===== config.mk =====
export PLATFORM = sky130hd
export DESIGN_NAME = lm32_dp_ram_wr_ctrl
export DESIGN_NICKNAME = d
export VERILOG_FILES = /design/src/rtl/lm32_dp_ram_wr_ctrl_pkg.sv /design/src/rtl/lm32_dp_ram_wr_ctrl_rr_arb2.sv /design/src/rtl/lm32_dp_ram_wr_ctrl.sv
export SDC_FILE = /design/constraint.sdc
export NUM_CORES = 1
export LEC_CHECK = 0
export ABC_AREA = 0
export CAP_MARGIN = 20
export CORE_MARGIN = 3
export CORE_UTILIZATION = 50
export CTS_CLUSTER_DIAMETER = 30
export DETAILED_ROUTE_END_ITERATION = 10
export GPL_ROUTABILITY_DRIVEN = 0
export PLACE_DENSITY_LB_ADDON = 0.2
export SYNTH_ARGS = -nofsm -noshare
export SYNTH_HDL_FRONTEND = slang
export SYNTH_SLANG_ARGS = --single-unit

===== constraint.sdc =====
create_clock -name clk_i -period 5.5 [get_ports clk_i]
set_input_delay 0.55 -clock clk_i [delete_from_list [all_inputs] [get_ports clk_i]]
set_output_delay 0.55 -clock clk_i [all_outputs]
set_load 0.01 [all_outputs]

===== src/rtl/lm32_dp_ram_wr_ctrl_pkg.sv =====
// Shared encodings for the LM32 dual-port RAM write-port controller.
package lm32_dp_ram_wr_ctrl_pkg;

   typedef enum logic {
      SWEEP = 1'b0,
      IDLE  = 1'b1
   } state_t;

   localparam logic REQ0 = 1'b0;
   localparam logic REQ1 = 1'b1;

endpackage


===== src/rtl/lm32_dp_ram_wr_ctrl_rr_arb2.sv =====
// Two-input round-robin arbiter; a tie goes to the requester not granted last.
module lm32_rr_arb2
   import lm32_dp_ram_wr_ctrl_pkg::*;
(
   input  logic       i_clk,
   input  logic       i_rst,
   input  logic       i_en,
   input  logic [1:0] i_elig,
   output logic [1:0] o_grant
);

   logic r_last;
   logic w_both;

   assign w_both = i_elig[REQ0] & i_elig[REQ1];

   always_comb begin
      o_grant = 2'b00;
      if (i_en) begin
         if (w_both) begin
            if (r_last == REQ1) begin
               o_grant[REQ0] = 1'b1;
            end else begin
               o_grant[REQ1] = 1'b1;
            end
         end else if (i_elig[REQ0]) begin
            o_grant[REQ0] = 1'b1;
         end else if (i_elig[REQ1]) begin
            o_grant[REQ1] = 1'b1;
         end
      end
   end

   // Starts at REQ1 so requester 0 wins the first tie.
   always_ff @(posedge i_clk or posedge i_rst) begin
      if (i_rst) begin
         r_last <= REQ1;
      end else if (o_grant[REQ1]) begin
         r_last <= REQ1;
      end else if (o_grant[REQ0]) begin
         r_last <= REQ0;
      end
   end

endmodule


===== src/rtl/lm32_dp_ram_wr_ctrl.sv =====
// Write-port controller for the LM32 dual-port RAM: zero sweep after
// reset/flush, otherwise round-robin sharing between two requesters.
module lm32_dp_ram_wr_ctrl
   import lm32_dp_ram_wr_ctrl_pkg::*;
#(
   parameter int addr_width = 32,
   parameter int addr_depth = 1024,
   parameter int data_width = 8
)(
   input  logic                  clk_i,
   input  logic                  rst_i,
   input  logic                  flush_i,
   output logic                  busy_o,
   input  logic                  req0_valid_i,
   input  logic [addr_width-1:0] req0_addr_i,
   input  logic [data_width-1:0] req0_data_i,
   output logic                  req0_ack_o,
   input  logic                  req1_valid_i,
   input  logic [addr_width-1:0] req1_addr_i,
   input  logic [data_width-1:0] req1_data_i,
   output logic                  req1_ack_o,
   output logic                  ram_we_o,
   output logic [addr_width-1:0] ram_waddr_o,
   output logic [data_width-1:0] ram_wdata_o
);

   localparam logic [addr_width-1:0] C_LAST =
      addr_width'(addr_depth - 1);

   state_t                r_state;
   logic [addr_width-1:0] r_cnt;

   state_t                w_state_nxt;
   logic [addr_width-1:0] w_cnt_nxt;
   logic                  w_busy_nxt;
   logic                  w_we_nxt;
   logic [addr_width-1:0] w_waddr_nxt;
   logic [data_width-1:0] w_wdata_nxt;
   logic                  w_ack0_nxt;
   logic                  w_ack1_nxt;
   logic                  w_arb_en;
   logic [1:0]            w_elig;
   logic [1:0]            w_grant;

   // A requester still seeing its ack is not re-granted.
   assign w_elig[REQ0] = req0_valid_i & ~req0_ack_o;
   assign w_elig[REQ1] = req1_valid_i & ~req1_ack_o;

   lm32_rr_arb2 u_arb (
      .i_clk   (clk_i),
      .i_rst   (rst_i),
      .i_en    (w_arb_en),
      .i_elig  (w_elig),
      .o_grant (w_grant)
   );

   always_comb begin
      w_state_nxt = r_state;
      w_cnt_nxt   = r_cnt;
      w_busy_nxt  = busy_o;
      w_we_nxt    = 1'b0;
      w_waddr_nxt = ram_waddr_o;
      w_wdata_nxt = ram_wdata_o;
      w_ack0_nxt  = 1'b0;
      w_ack1_nxt  = 1'b0;
      w_arb_en    = 1'b0;
      unique case (r_state)
         SWEEP: begin
            w_we_nxt    = 1'b1;
            w_waddr_nxt = r_cnt;
            w_wdata_nxt = '0;
            w_busy_nxt  = 1'b1;
            w_cnt_nxt   = r_cnt + 1'b1;
            if (r_cnt == C_LAST) begin
               w_state_nxt = IDLE;
               w_cnt_nxt   = '0;
            end
         end
         IDLE: begin
            if (flush_i) begin
               w_state_nxt = SWEEP;
               w_cnt_nxt   = '0;
               w_busy_nxt  = 1'b1;
            end else if (busy_o) begin
               // Last sweep write is on the port; busy and we drop together.
               w_busy_nxt = 1'b0;
            end else begin
               w_arb_en = 1'b1;
               if (w_grant[REQ0]) begin
                  w_we_nxt    = 1'b1;
                  w_waddr_nxt = req0_addr_i;
                  w_wdata_nxt = req0_data_i;
                  w_ack0_nxt  = 1'b1;
               end else if (w_grant[REQ1]) begin
                  w_we_nxt    = 1'b1;
                  w_waddr_nxt = req1_addr_i;
                  w_wdata_nxt = req1_data_i;
                  w_ack1_nxt  = 1'b1;
               end
            end
         end
      endcase
   end

   always_ff @(posedge clk_i or posedge rst_i) begin
      if (rst_i) begin
         r_state     <= SWEEP;
         r_cnt       <= '0;
         busy_o      <= 1'b1;
         ram_we_o    <= 1'b0;
         ram_waddr_o <= '0;
         ram_wdata_o <= '0;
         req0_ack_o  <= 1'b0;
         req1_ack_o  <= 1'b0;
      end else begin
         r_state     <= w_state_nxt;
         r_cnt       <= w_cnt_nxt;
         busy_o      <= w_busy_nxt;
         ram_we_o    <= w_we_nxt;
         ram_waddr_o <= w_waddr_nxt;
         ram_wdata_o <= w_wdata_nxt;
         req0_ack_o  <= w_ack0_nxt;
         req1_ack_o  <= w_ack1_nxt;
      end
   end

endmodule


==> run_results.csv <==
group,metric,value,unit
outcome,outcome,"finished clean",
setup_path,critPathArrivalTime,3.34,ns
logic_synthesis,netlist_instances,503,
setup_path,max_stage_delay,0.50,ns
cts,postCtsSetupRepairBufs,0,
sta,final.min_clock_period,3.11,ns
drt,vias,4189,
floorplan,core-area,8340,µm²
cts,cts_tree,"built",
final_layout,utilization,69.8,%
logic_synthesis,synth_ff_type,"dfrtp_1",
final_layout,antenna_cells,0,
sta,period_share,56.6,%
setup_path,path_max_fanout,37,
cts,numCtsBuffers,9,
placement,place_inst,701,
global_routing,grt_max_degree,81,
power_and_ir_drop,p_int,1170,µW
logic_synthesis,async_reset_ff_share,100,%
setup_path,cp.required,5.73,ns
floorplan,dieArea,9830,µm²
global_routing,grt-ovfl-total,0,
sta,fmax,321,MHz
power_and_ir_drop,powerDensity,287,nW/µm²
sta,hold_viol_final,0,
placement,place_area,5590,µm²
floorplan,boundaryPins,129,
logic_synthesis,synth_top_area_share,43.8,%
floorplan,rows,33,
power_and_ir_drop,finalPower,1670,µW
final_layout,areaGrowthSynthToFinish,34.1,%
global_routing,track_usage,24.4,%
logic_synthesis,yosys.area.top_type,"dfrtp_1",
global_routing,antenna_found_initial,0,
setup_path,crit_path_end_kind,"flop",
cts,ctsHtreeMaxLevel,3,
logic_synthesis,yosysWarnings,0,
setup_path,worstPathCellList,"clkdlybuf4s50_1 -> nor2b_1 -> buf_4 -> inv_2 -> a2111o_1 -> and3_4 -> clkinv_2 -> o21ai_0 -> o21ai_1",
logic_synthesis,synthesis.area,4340,µm²
cts,post_cts_resized,0,
drt,ant_nets,0,
sta,final-setup-viol-count,0,
cts,holdBufCountCts,0,
sta,maxSlewViolCount,0,
sta,relSlewSlack,34.6,%
final_layout,final_cell_area,5820,µm²
sta,setup_tns,0,ns
global_routing,grt_pass1_wl,19700,µm
logic_synthesis,syn_avg_cell_area,8.63,µm²
power_and_ir_drop,p_sw,505,µW
setup_path,cpMaxStageDelayCell,"and3_4",
cts,clk_pin_slew,0.08,ns
floorplan,initial_core_util,52.0,%
drt,wl_per_cell,16.7,µm
power_and_ir_drop,seqPwrFrac,46.1,%
final_layout,fill_cells,670,
final_layout,nets,694,
final_layout,fin_cells,718,
cts,clockRootBuffer,"clkbuf_8",
power_and_ir_drop,switching_share,30.2,%
setup_path,startpoint_type,"input port",
final_layout,layout-drive-gt1-share,5.87,%
setup_path,criticalPathCategory,"in2reg",
power_and_ir_drop,p_comb_share,25.9,%
cts,clk_path_buf_depth,2,
drt,drt_pass1_iterations,5,
placement,dp_hpwl,8110,µm
power_and_ir_drop,p_leak,0.00270,µW
cts,worstSkewPairLatency,0.35,ns
sta,worst_pin_slew,0.980,ns
sta,skew,0.0115,ns
logic_synthesis,yosysSeqAreaShare,45.0,%
logic_synthesis,post_synth_num_cell_types,51,
global_routing,grt_pass1_vias,4068,
placement,port_buffers,128,
drt,vias_per_cell,5.83,
power_and_ir_drop,p_clk_share,28.0,%
floorplan,die-height,99.2,µm
cts,cts_num_sinks,78,
drt,drt_iter0_markers,290,
logic_synthesis,syn_nets,589,
min_path,hp-class,"reg2reg",
floorplan,die-width,99.2,µm
drt,routed_wl,12000,µm
drt,drc,0,
logic_synthesis,synth_area_leaders,"dfrtp_1, nand2_1, and3_1, o21ai_0, mux2i_1",
power_and_ir_drop,ir_drop,146,µV
flow_run,drv_cap,0,
logic_synthesis,ys_seq_elements,78,
sta,rsz0062_at_grt,"false",
logic_synthesis,synth-edff-count,0,
-- routing by layer --
metal  wire length, µm  GRT usage (%)  vias up
met5                 0              0        -
met4               161           7.46        0
met3               972           4.91       16
met2              5730           38.8      176
met1              5110           33.9     1999
li1                  -              -     1998
-- cell families (layout without fill, tap and decap cells) --
logic type / count (synthesis) / count (layout) / share of synthesized area [%]
fa+ha+maj: 1 / 1 / 0.288
simple gates: 226 / 226 / 25.2
xor+xnor: 5 / 5 / 1.01
mux: 14 / 14 / 3.26
buf+inv: 50 / 160 / 6.06
flops: 78 / 78 / 45.0
compound gates: 129 / 129 / 19.2
-- worst max-delay path, delay by kind of cell --
kind / cells / cell delay, ns
AO/OA/AOI/OAI: 3 / 0.84
buffers and inverters: 4 / 1.38
AND/OR/NAND/NOR: 2 / 0.55
-- sequential cells by signal, summed over array words and instances (netlist names) --
| name | count |
|---|---|
| busy_o | 1 |
| r_cnt | 32 |
| r_state | 1 |
| ram_waddr_o | 32 |
| ram_wdata_o | 8 |
| ram_we_o | 1 |
| req0_ack_o | 1 |
| req1_ack_o | 1 |
| u_arb.r_last | 1 |
-- cells in the mapped netlist (all sizes together), types with 2 or more instances --
master,instances
a21oi,14
xnor2,4
and3,39
mux2i,13
a22o,7
and2,4
nor4,4
a41oi,5
a221o,2
nand2,118
o21ai,63
and4,4
a32oi,3
nor2,14
nand4,7
o211a,8
nor2b,4
a31oi,14
inv,8
nand2b,6
dfstp,2
clkbuf,17
buf,24
nand3,20
o211ai,4
dfrtp,76
nor3,4
-- stage by stage --
| step | worst slack, ns | hold WS (ns) |
|---|---|---|
| finish | 2.39 | 0.483 |
| global route | 2.19 | 0.506 |
| CTS | 2.38 | 0.489 |
| detailed placement | 2.01 | 0.470 |
| global placement | 2.09 | 0.461 |
| floorplan | 2.96 | 0.447 |
-- cell type report --
type / count / area (µm²) / share of cell area, %
Multi-Input combinational cell: 375 / 2140 / 36.8
Sequential cell: 78 / 1960 / 33.6
Timing Repair Buffer: 135 / 1340 / 23.1
Tap cell: 105 / 131 / 2.26
Clock buffer: 10 / 128 / 2.19
Clock inverter: 6 / 86.3 / 1.48
Inverter: 9 / 36.3 / 0.624
-- placed cells by master (no fill, tap or decap), types with 6 or more instances in the layout --
cell / count
mux2i_1: 13
clkdlybuf4s50_1: 128
nor2_1: 13
a22o_1: 7
a31oi_1: 14
inv_1: 6
a21oi_1: 14
and3_1: 38
nand2b_1: 6
dfrtp_1: 75
nand2_1: 118
clkbuf_8: 9
buf_4: 6
o211a_1: 8
nand4_1: 7
nand3_1: 20
o21ai_1: 24
o21ai_0: 39
-- power groups by stage --
stage               sequential (µW)  combinational [µW]  clock (µW)
floorplan                       775                 204           0
global placement                771                 426           0
detailed placement              778                 435           0
CTS                             768                 438         471
global route                    785                 473         494
finish                          770                 433         468
-- final timing paths --
path	startpoint	end	slack, ns	cells after the start
worst max register to register	r_state$_DFF_PP0_	ram_waddr_o[25]$_DFFE_PP0P_	2.60	8
worst min register to register	ram_waddr_o[2]$_DFFE_PP0P_	ram_waddr_o[2]$_DFFE_PP0P_	0.48	2
worst max-delay path	flush_i	ram_waddr_o[25]$_DFFE_PP0P_	2.39	9
min in group asynchronous	rst_i	ram_waddr_o[7]$_DFFE_PP0P_	0.80	3
max in group asynchronous	rst_i	r_state$_DFF_PP0_	3.98	3
worst min-delay path	ram_waddr_o[2]$_DFFE_PP0P_	ram_waddr_o[2]$_DFFE_PP0P_	0.48	2
No activity file was read; power rests on OpenSTA's default activity.
